File: config.mk
export PLATFORM = sky130hd
export DESIGN_NAME = tx_gate_serializer
export DESIGN_NICKNAME = d
export VERILOG_FILES = /design/src/rtl/noc_gate_pkg.sv /design/src/rtl/tx_gate_serializer.sv
export SDC_FILE = /design/constraint.sdc
export NUM_CORES = 1
export LEC_CHECK = 0
export BUFFER_PORTS_ARGS = -buffer_cell sky130_fd_sc_hd__clkbuf_2
export CORE_UTILIZATION = 35
export CTS_CLUSTER_SIZE = 24
export DETAILED_ROUTE_END_ITERATION = 12
export GPL_TIMING_DRIVEN = 0
export SLEW_MARGIN = 20
export SYNTH_ARGS = -nofsm -noshare
export SYNTH_HDL_FRONTEND = slang
export SYNTH_SLANG_ARGS = --single-unit
File: constraint.sdc
create_clock -name i_clk -period 1.4 [get_ports i_clk]
set_input_delay 0 -clock i_clk [delete_from_list [all_inputs] [get_ports i_clk]]
set_output_delay 0 -clock i_clk [all_outputs]
set_load 0.02 [all_outputs]
File: src/rtl/noc_gate_pkg.sv
// rtl/noc_gate_pkg.sv - shared gate state type and sizing helpers for boundary gates
package noc_gate_pkg;

  typedef enum logic [0:0] {
    IDLE = 1'b0,
    SEND = 1'b1
  } gate_state_t;

  // Number of link flits needed to carry one boundary word.
  function automatic int flits(input int data_width, input int link_width);
    return data_width / link_width;
  endfunction

  // Flit counter width; a single-flit word still needs a one-bit counter.
  function automatic int cnt_width(input int n);
    return (n <= 1) ? 1 : $clog2(n);
  endfunction

endpackage

File: src/rtl/tx_gate_serializer.sv
// rtl/tx_gate_serializer.sv - per-gate boundary word serializer onto a valid/ready flit link
module tx_gate_serializer
  import noc_gate_pkg::*;
#(
  parameter int DATA_WIDTH = 32,
  parameter int LINK_WIDTH = 8
) (
  input  logic                  i_clk,
  input  logic                  i_rst_n,
  input  logic                  i_gen_sync,
  input  logic                  i_tx_start,
  input  logic [DATA_WIDTH-1:0] i_data,
  output logic                  o_tx_ready,
  output logic [LINK_WIDTH-1:0] o_link_data,
  output logic                  o_link_valid,
  output logic                  o_link_last,
  input  logic                  i_link_ready,
  output logic                  o_overrun
);

  localparam int FLITS = flits(DATA_WIDTH, LINK_WIDTH);
  localparam int CW    = cnt_width(FLITS);
  localparam logic [CW-1:0] LAST_IDX = CW'(FLITS - 1);

  if ((DATA_WIDTH % LINK_WIDTH) != 0) begin : g_bad_width
    $error("tx_gate_serializer: DATA_WIDTH must be an integer multiple of LINK_WIDTH");
  end

  gate_state_t           state;
  logic [CW-1:0]         cnt;
  // Holds the flits not yet presented; the current flit lives in o_link_data.
  logic [DATA_WIDTH-1:0] shreg;

  // Gate FSM: latch on start, step one flit per handshake, sync/reset abort to idle.
  always_ff @(posedge i_clk) begin
    if (!i_rst_n) begin
      state        <= IDLE;
      cnt          <= '0;
      shreg        <= '0;
      o_link_data  <= '0;
      o_link_valid <= 1'b0;
      o_link_last  <= 1'b0;
      o_tx_ready   <= 1'b1;
      o_overrun    <= 1'b0;
    end else if (i_gen_sync) begin
      state        <= IDLE;
      cnt          <= '0;
      o_link_valid <= 1'b0;
      o_link_last  <= 1'b0;
      o_tx_ready   <= 1'b1;
      o_overrun    <= 1'b0;
    end else begin
      case (state)
        IDLE: begin
          if (i_tx_start) begin
            state        <= SEND;
            cnt          <= '0;
            shreg        <= i_data >> LINK_WIDTH;
            o_link_data  <= i_data[LINK_WIDTH-1:0];
            o_link_valid <= 1'b1;
            o_link_last  <= (FLITS == 1);
            o_tx_ready   <= 1'b0;
          end
        end
        SEND: begin
          // A start while busy is dropped but remembered until the next sync.
          if (i_tx_start) begin
            o_overrun <= 1'b1;
          end
          if (i_link_ready) begin
            if (cnt == LAST_IDX) begin
              state        <= IDLE;
              cnt          <= '0;
              o_link_valid <= 1'b0;
              o_link_last  <= 1'b0;
              o_tx_ready   <= 1'b1;
            end else begin
              cnt         <= cnt + CW'(1);
              shreg       <= shreg >> LINK_WIDTH;
              o_link_data <= shreg[LINK_WIDTH-1:0];
              o_link_last <= ((cnt + CW'(1)) == LAST_IDX);
            end
          end
        end
        default: state <= IDLE;
      endcase
    end
  end

endmodule

==> flow_summary.json, run 1 <==
{
  "synthesis.area_per_instance_sq_um": 9.57,
  "power_leakage_nw": 1.04,
  "htree_num_levels": 2,
  "timing.fmax_ghz": 0.712,
  "cts_made_buffers": 5,
  "violated_checks": "negative setup slack",
  "relSlewSlack": 0.649,
  "clkLatencyLatePin_ps": 290,
  "layout_setup_ws_ps": -3.77,
  "route.antenna.remaining_nets": 0,
  "row_cnt": 25,
  "finish.net_count": 294,
  "maxCapViolations": 0,
  "dr_total_vias": 1515,
  "criticalPathCategory": "register to register",
  "syn-instance-count": 189,
  "grt_first_pass_wirelength_mm": 6.82,
  "timing.final.crit_period_ps": 1400,
  "timing.critical_path.fanout_max": 8,
  "antenna-diode-count": 0,
  "final.period_utilization": 1.00,
  "cellPowerDensity_mw_per_mm2": 1010,
  "max-clock-path-buffers": 2,
  "layout.cells.most_common": "clkbuf_2",
  "grt_util_overall": 0.168,
  "totalWireLength_mm": 4.08,
  "reg2reg_setup_slack_ps": -4,
  "ys.warnings.count": 0,
  "irDropWorstVdd_uv": 681,
  "detailedRoute.firstIterationViolations": 46,
  "drt-pass1-iter-count": 4,
  "cts_root_buffer": "clkbuf_8",
  "ff2ff_path_depth": 6,
  "crit_end": "shreg[9]",
  "avgViaCountPerCell": 4.69,
  "cts.sink_count": 39,
  "fp.dieW_um": 73.9,
  "number_of_logic_stages_on_the_critical_path_including_buffering": 6,
  "r2r-start": "cnt[0]",
  "crit_path_start": "cnt[0]",
  "holdWs_ps": 1.06,
  "cp_top_family": "flip-flops",
  "hold_path.class": "primary input to register",
  "num-fill-cells": 465,
  "path_buf_inv": 2,
  "ys_seq_elements": 39,
  "worstPathCellList": "ha_4, nand3b_1, a21o_4, buf_8, buf_12, mux2i_1",
  "worstSetupEndpointType": "register",
  "areaGrowthSynthToFinish_pct": 31.8,
  "setup_viol": 2,
  "initial_antenna_violation_count": 0,
  "grt_overflow_total": 0,
  "core_area_sq_mm": 0.00485,
  "io-pin-count": 49,
  "grt_pass1_vias": 1483,
  "slew_viol_final": 0,
  "synth_fp_nets": 228,
  "critical_r2r_capture": "shreg[9]",
  "yosysUniqueCellTypes": 24,
  "die_area_sq_mm": 0.00546,
  "startpoint_type": "register",
  "synthesis.area_sq_mm": 0.00181,
  "run_status": "complete, but fails checks",
  "setup_tns_ps": -6.14,
  "layout.cells.most_common_list": "48 x clkbuf_2, 36 x dfxtp_1, 26 x nand2b_1, 25 x nand2_1, 25 x mux2i_1",
  "worstPathArrival_ps": 1590,
  "place.port_buffers": 47,
  "finalHoldViolations": 0,
  "place_congestion": 0.742,
  "critPathRequiredTime_ps": 1580,
  "drive_above_1_share": 0.277,
  "routed_wire_length_per_instance_um": 12.6,
  "cpMaxStageDelayCell": "dfxtp_2",
  "cts_tree": "yes",
  "sum_of_net_half_perimeters_after_detailed_placement_mm": 2.86,
  "grt_setup_unrepaired": "yes",
  "clock-skew-final_ps": 6.93,
  "grt_max_degree": 12,
  "drc": 0,
  "floorplan.die.height_um": 73.9,
  "worstMarginPinSlew_ps": 524,
  "seq_area_frac_synth": 0.432,
  "start_util": 0.373,
  "cts.clk_slew.worst_paths_ps": 80,
  "critPathMaxStageDelay_ps": 340
}
## cells by family after synthesis
| group | synth area share |
|---|---|
| simple gates | 0.175 |
| compound gates | 0.174 |
| flops | 0.432 |
| mux | 0.138 |
| buf+inv | 0.0623 |
| fa+ha+maj | 0.0138 |
| xor+xnor | 0.00485 |
## synthesized netlist by cell type (all sizes together)
| cell type | count | share of area |
|---|---|---|
| a2bb2oi | 1 | 0.0048 |
| nor2 | 7 | 0.015 |
| nor3b | 2 | 0.0083 |
| a21o | 1 | 0.0042 |
| o21bai | 1 | 0.0042 |
| a32oi | 1 | 0.0048 |
| nand2b | 26 | 0.090 |
| nand2 | 25 | 0.052 |
| a21oi | 3 | 0.0083 |
| ha | 2 | 0.014 |
| mux2i | 25 | 0.14 |
| nand3b | 1 | 0.0042 |
| nand3 | 1 | 0.0028 |
| xor2 | 1 | 0.0048 |
| a32o | 8 | 0.044 |
| inv | 1 | 0.0021 |
| nor2b | 1 | 0.0035 |
| dfxtp | 39 | 0.43 |
| o211ai | 24 | 0.10 |
| clkbuf | 9 | 0.019 |
| a31oi | 1 | 0.0035 |
| buf | 9 | 0.042 |
## routing by layer
layer / GRT usage / share of wire / up-vias
li1: - / - / 802
met1: 0.216 / 0.48 / 672
met2: 0.269 / 0.46 / 35
met3: 0.0617 / 0.053 / 6
met4: 0.0385 / 0.010 / 0
met5: 0 / 0 / -
## per-stage QoR
step | setup WS (ps) | cells | area [sq um] | power (mW) | utilization
after floorplan | 1.26 | 189 | 1810 | 1.45 | -
after global placement | -80.9 | 303 | 2130 | 1.56 | 0.439
after detailed placement | -77.5 | 303 | 2130 | 1.57 | 0.439
after CTS | -18.3 | 321 | 2360 | 2.42 | 0.486
after global routing | -35.7 | 323 | 2380 | 2.52 | 0.491
final | -3.77 | 323 | 2380 | 2.40 | 0.491
## worst register-to-register path, delay by kind of cell (launching register included)
kind | cells | cell delay, ps
mux | 1 | 100
buf+inv | 2 | 280
flops | 1 | 340
simple gates | 1 | 170
fa+ha+maj | 1 | 160
compound gates | 1 | 250
## state kept, by name, summed over array words and instances (netlist names)
name	count
cnt	2
o_tx_ready	1
o_link_data	8
o_link_valid	1
o_link_last	1
shreg	24
state	1
o_overrun	1
## power by group
group	internal [mW]	switching, mW
registers	1.17	0.0262
clock network	0.450	0.383
logic	0.189	0.188
## worst min path at each step
| stage | end | startpoint | cells past startpoint | slack, ps |
|---|---|---|---|---|
| 4_1_cts | shreg[19] | i_data[27] | 2 | -80 |
| 3_3_place_gp | shreg[20] | i_data[28] | 2 | 210 |
| 3_5_place_dp | shreg[18] | i_data[26] | 2 | 210 |
| 5_1_grt | o_link_data[2] | i_data[2] | 3 | 5 |
| 2_1_floorplan | shreg[16] | i_data[24] | 1 | 130 |
| 6_report | shreg[7] | i_data[15] | 3 | 1 |
## repair_timing
| item | in CTS | in global routing |
|---|---|---|
| hold buffers | 8 | 2 |
| pin swaps | 5 | 3 |
| hold endpoints to repair | 9 | 2 |
| gates resized for setup | 7 | 2 |
| setup endpoints to repair | 16 | 11 |
| buffers inserted | 3 | 0 |
## layout make-up
type	count	area [sq um]	share of cell area
flip-flops and latches	39	785	0.329
inverters	1	3.75	0.00158
clock buffers	8	100	0.0420
well taps	67	83.8	0.0352
repair buffers	60	370	0.155
multi-input cells	131	935	0.392
plain buffers	17	105	0.0441
Power figures use the tool's default switching activity.
==> run 2: changes to the inputs <==
REMOVE_ABC_BUFFERS = 1   (was unset)
==> run 2 against run 1 <==
- the run still ends with negative setup slack left
- via count rose by 1.5%
- flip-flop and latch count did not move
- combinational power rose by 5.6%
- sequential share of layout area fell by 1.2 points
- clock power rose by 1%
- register-to-register slack got worse by 20 ps
- critical path depth fell by 1
- final cell count fell by 0.62%
- clock skew fell by 2.6 ps
- non-clock buffer count fell by 2
==> flow_summary.json, run 2 (synthesis results as in run 1) <==
{
  "run_status": "complete, but fails checks",
  "violated_checks": "negative setup slack",
  "worstPathArrival_ps": 1600,
  "floorplan.die.height_um": 73.9,
  "routed_wire_length_per_instance_um": 12.3,
  "initial_antenna_violation_count": 0,
  "die_area_sq_mm": 0.00546,
  "timing.fmax_ghz": 0.705,
  "met3WireLength_um": 169,
  "worstSetupEndpointType": "register",
  "cts_root_buffer": "clkbuf_8",
  "area_of_the_multi_input_gates_sq_um": 937,
  "grt_overflow_total": 0,
  "core_area_sq_mm": 0.00485,
  "cts_tree": "yes",
  "dr_total_vias": 1538,
  "hold_path.class": "primary input to register",
  "sum_of_net_half_perimeters_after_detailed_placement_mm": 2.19,
  "grt_setup_unrepaired": "yes",
  "timing.critical_path.fanout_max": 10,
  "layout.cells.most_common_list": "47 x clkbuf_2, 36 x dfxtp_1, 26 x nand2b_1, 25 x nand2_1, 25 x mux2i_1",
  "cts.clk_slew.worst_paths_ps": 80,
  "critPathMaxStageDelay_ps": 340,
  "row_cnt": 25,
  "totalWireLength_mm": 3.93,
  "drive_above_1_share": 0.276,
  "regMostFlops": "shreg",
  "ff2ff_path_depth": 5,
  "cellPowerDensity_mw_per_mm2": 982,
  "routed.top_layer": "met4",
  "drc": 0,
  "cts.sink_count": 39,
  "max-clock-path-buffers": 2,
  "areaGrowthSynthToFinish_pct": 37.2,
  "criticalPathCategory": "register to register",
  "registers_with_the_most_flip_flops": "shreg (24), o_link_data (8), cnt (2)",
  "grt_first_pass_wirelength_mm": 6.35,
  "clock-skew-final_ps": 4.30,
  "layout_setup_ws_ps": -18.9,
  "worstMarginPinSlew_ps": 617,
  "critPathRequiredTime_ps": 1590,
  "hold_path.startpoint": "i_data[0]",
  "place.port_buffers": 48,
  "sequential_cell_area_sq_um": 787,
  "detailedRoute.firstIterationViolations": 65,
  "irDropWorstVdd_uv": 491,
  "startpoint_type": "register",
  "layout.cells.most_common": "clkbuf_2",
  "reg2reg_setup_slack_ps": -20,
  "drt-pass1-iter-count": 4,
  "antenna-diode-count": 0,
  "wl_met1_mm": 1.89,
  "power_leakage_nw": 1.08,
  "finalHoldViolations": 0,
  "place_congestion": 0.668,
  "timing.final.crit_period_ps": 1420,
  "relSlewSlack": 0.588,
  "io-pin-count": 49,
  "hold_end": "o_link_data[0]",
  "r2r-start": "cnt[0]",
  "setup_tns_ps": -89.9,
  "grt_max_degree": 58,
  "grt_pass1_vias": 1383,
  "num-fill-cells": 467,
  "grt_util_overall": 0.154,
  "htree_num_levels": 2,
  "largest_register_ffs": 24,
  "met2_length_mm": 1.81,
  "fp.dieW_um": 73.9,
  "worstHoldPathCells": 3,
  "cts_made_buffers": 5,
  "cpMaxStageDelayCell": "dfxtp_2",
  "slew_viol_final": 0,
  "avgViaCountPerCell": 4.79,
  "report.power.total_mw": 2.43,
  "cp_top_family": "compound AO/OA/AOI/OAI gates",
  "route.antenna.remaining_nets": 0,
  "final.period_utilization": 1.01,
  "setup_viol": 8,
  "critical_r2r_capture": "shreg[17]",
  "finish.net_count": 292,
  "maxCapViolations": 0,
  "clkLatencyLatePin_ps": 290,
  "path_buf_inv": 1,
  "worstPathCellList": "ha_4, nand3b_1, a21o_4, buf_12, a32o_1",
  "start_util": 0.373
}
## run 2: worst max-delay path by stage
| stage | start | to | slack (ps) | cells past startpoint |
|---|---|---|---|---|
| 6_report | cnt[0] | shreg[17] | -20 | 5 |
| 5_1_grt | cnt[0] | shreg[21] | -50 | 5 |
| 4_1_cts | cnt[1] | shreg[10] | -20 | 5 |
| 3_5_place_dp | i_rst_n | shreg[19] | -740 | 4 |
| 3_3_place_gp | state | shreg[3] | -2100 | 3 |
| 2_1_floorplan | state | o_link_data[0] | -1280 | 3 |
## run 2: worst register-to-register path, delay by kind of cell (launching register included)
family,cells,cell delay (ps)
adders and majority gates,1,150
buffers and inverters,1,160
AOI/OAI and AO/OA,2,500
DFF,1,340
and+or+nand+nor,1,160
## run 2: final cells by class
type	instances	share of cell area
multi-input cells	131	0.378
inverters	1	0.00151
well taps	67	0.0338
repair buffers	75	0.229
flip-flops and latches	39	0.317
clock buffers	8	0.0404
## run 2: through the flow
stage	hold WS (ps)	cell area [sq um]	cells	worst slack, ps	util
5_1_grt	15.7	2480	321	-54.8	0.511
3_3_place_gp	213	2020	286	-2100	0.417
2_1_floorplan	126	1700	171	-1280	-
3_5_place_dp	218	2070	288	-735	0.426
6_report	2.88	2480	321	-18.9	0.511
4_1_cts	0.373	2470	319	-23.4	0.510
## run 2: metal layers
layer | track usage | up-vias
met3 | 0.0412 | 7
li1 | - | 798
met5 | 0 | -
met2 | 0.247 | 34
met1 | 0.193 | 699
met4 | 0.0705 | 0
## run 2: repair_timing
item | 4_1_cts | 5_1_grt
buffers inserted | 3 | 2
hold buffers | 18 | 0
setup endpoints to repair | 27 | 23
resized for setup | 8 | 2
pin swaps | 7 | 5
cloned | 2 | 0
endpoints found under the hold margin | 18 | 0
## run 2: where the power goes
part	switching [mW]	total, mW	internal, mW
clock network	0.391	0.841	0.450
registers	0.0286	1.20	1.17
logic	0.184	0.398	0.214
==> run 3: changes to the inputs <==
BUFFER_PORTS_ARGS = -buffer_cell sky130_fd_sc_hd__buf_2   (was -buffer_cell sky130_fd_sc_hd__clkbuf_2)
clock period = 1.6 ns   (was 1.4 ns; I/O delays follow)
==> run 3 against run 2 <==
- the flow now finishes without violations
- flip-flop and latch count unchanged
- count of clock-buffer cells in the layout is 1 lower
- critical endpoint is now shreg[19]
- non-clock buffer count decreased by 8
- setup slack improved by 75 ps
- sequential share of layout area rose by 1.5 points
- highest routed layer unchanged
- register-to-register slack better by 70 ps
- final cell count is 2.5% lower
- cell area down 4.9%
- via count shrank 3.8%
- first-iteration DRC count decreased by 31%
- core utilization fell by 2.5 points
- clock skew grew 0.51 ps
==> flow_summary.json, run 3 (synthesis results as in run 1) <==
{
  "holdWs_ps": 2.84,
  "grt_max_degree": 58,
  "grt_first_pass_wirelength_mm": 6.01,
  "worstHoldPathCells": 3,
  "worstPathArrival_ps": 1730,
  "run_status": "completed",
  "row_cnt": 25,
  "hold_path.class": "primary input to register",
  "areaGrowthSynthToFinish_pct": 30.4,
  "timing.critical_path.fanout_max": 17,
  "relSlewSlack": 0.626,
  "timing.fmax_ghz": 0.648,
  "path_buf_inv": 1,
  "max-clock-path-buffers": 2,
  "io-pin-count": 49,
  "layout.cells.most_common": "buf_2",
  "finish.net_count": 284,
  "post-route-cell-area_sq_mm": 0.00236,
  "place.port_buffers": 48,
  "finalHoldViolations": 0,
  "drc": 0,
  "layout.cells.most_common_list": "47 x buf_2, 38 x dfxtp_1, 26 x nand2b_1, 25 x nand2_1, 25 x mux2i_1",
  "setup_tns_ps": 0,
  "final_util": 0.486,
  "irDropWorstVdd_uv": 549,
  "cts_made_buffers": 5,
  "maxCapViolations": 0,
  "route.antenna.remaining_nets": 0,
  "cts.clk_slew.worst_paths_ps": 80,
  "num-fill-cells": 478,
  "sum_of_net_half_perimeters_after_detailed_placement_mm": 2.19,
  "dr_total_vias": 1479,
  "core_area_sq_mm": 0.00485,
  "report.power.total_mw": 2.02,
  "worstSetupEndpointType": "register",
  "clkLatencyLatePin_ps": 290,
  "detailedRoute.firstIterationViolations": 45,
  "grt_setup_unrepaired": "no",
  "avgViaCountPerCell": 4.73,
  "slew_viol_final": 0,
  "final.period_utilization": 0.965,
  "worstPathCellList": "ha_1, nand3b_1, a21o_4, buf_16, a32o_1",
  "critPathMaxStageDelay_ps": 340,
  "worstMarginPinSlew_ps": 561,
  "initial_antenna_violation_count": 0,
  "place_congestion": 0.672,
  "timing.final.crit_period_ps": 1540,
  "power_leakage_nw": 1.03,
  "startpoint_type": "register",
  "cts_root_buffer": "clkbuf_8",
  "registers_with_the_most_flip_flops": "shreg (24), o_link_data (8), cnt (2)",
  "critPathRequiredTime_ps": 1780,
  "cts_tree": "yes",
  "criticalPathCategory": "register to register",
  "grt_overflow_total": 0,
  "regMostFlops": "shreg",
  "grt_pass1_vias": 1319,
  "number_of_logic_stages_on_the_critical_path_including_buffering": 5,
  "cp_top_family": "compound AO/OA/AOI/OAI gates",
  "drt-pass1-iter-count": 4,
  "die_area_sq_mm": 0.00546,
  "routed_wire_length_per_instance_um": 11.9,
  "cellPowerDensity_mw_per_mm2": 856,
  "grt_util_overall": 0.146,
  "drive_above_1_share": 0.248,
  "floorplan.die.height_um": 73.9,
  "fp.dieW_um": 73.9,
  "largest_register_ffs": 24,
  "cts.sink_count": 39,
  "start_util": 0.373,
  "setup_viol": 0,
  "dpl-instance-area_sq_mm": 0.00208,
  "htree_num_levels": 2,
  "totalWireLength_mm": 3.74,
  "antenna-diode-count": 0,
  "ff2ff_path_depth": 5,
  "cpMaxStageDelayCell": "dfxtp_1",
  "clock-skew-final_ps": 4.81
}
## run 3: area by class of cell
class | instances | area, sq um | share of cell area
well taps | 67 | 83.8 | 0.0356
clock inverters | 1 | 5.00 | 0.00212
multi-input cells | 131 | 925 | 0.392
clock buffers | 7 | 76.3 | 0.0324
repair buffers | 67 | 479 | 0.203
flip-flops and latches | 39 | 785 | 0.333
inverters | 1 | 3.75 | 0.00159
## run 3: path summary, 6_finish.rpt
kind | startpoint | endpoint | slack (ps)
max | cnt[0] | shreg[19] | 60
min | i_data[3] | o_link_data[3] | 3
max reg2reg | cnt[0] | shreg[19] | 60
min reg2reg | shreg[7] | shreg[7] | 450
## run 3: through the flow
stage	setup slack (ps)	cells
floorplan	-1080	171
global placement	-1930	286
detailed placement	-439	288
CTS	43.3	312
global route	6.85	313
finish	55.6	313
## run 3: where the power goes
part | internal (mW) | switching (mW) | leakage [nW]
Sequential | 1.02 | 0.0275 | 0.319
Combinational | 0.170 | 0.151 | 0.664
Clock | 0.306 | 0.341 | 0.0422
## run 3: layer usage
layer | track usage | vias to the layer above | part of all wire
li1 | - | 783 | -
met1 | 0.178 | 653 | 0.49
met2 | 0.243 | 36 | 0.45
met3 | 0.0384 | 7 | 0.046
met4 | 0.0641 | 0 | 0.013
met5 | 0 | - | 0
## run 3: timing repair
item | CTS | global route
endpoints found under the setup margin | 32 | 8
pin swaps | 1 | 0
resized for setup | 3 | 1
buffers inserted | 1 | 1
hold buffers | 15 | 0
hold endpoints to repair | 15 | 0
## run 3: worst reg2reg max path, cell delays in order (launching register included)
cell,delay (ps)
dfxtp_1,340
ha_1,230
nand3b_1,180
a21o_4,250
buf_16,170
a32o_1,260
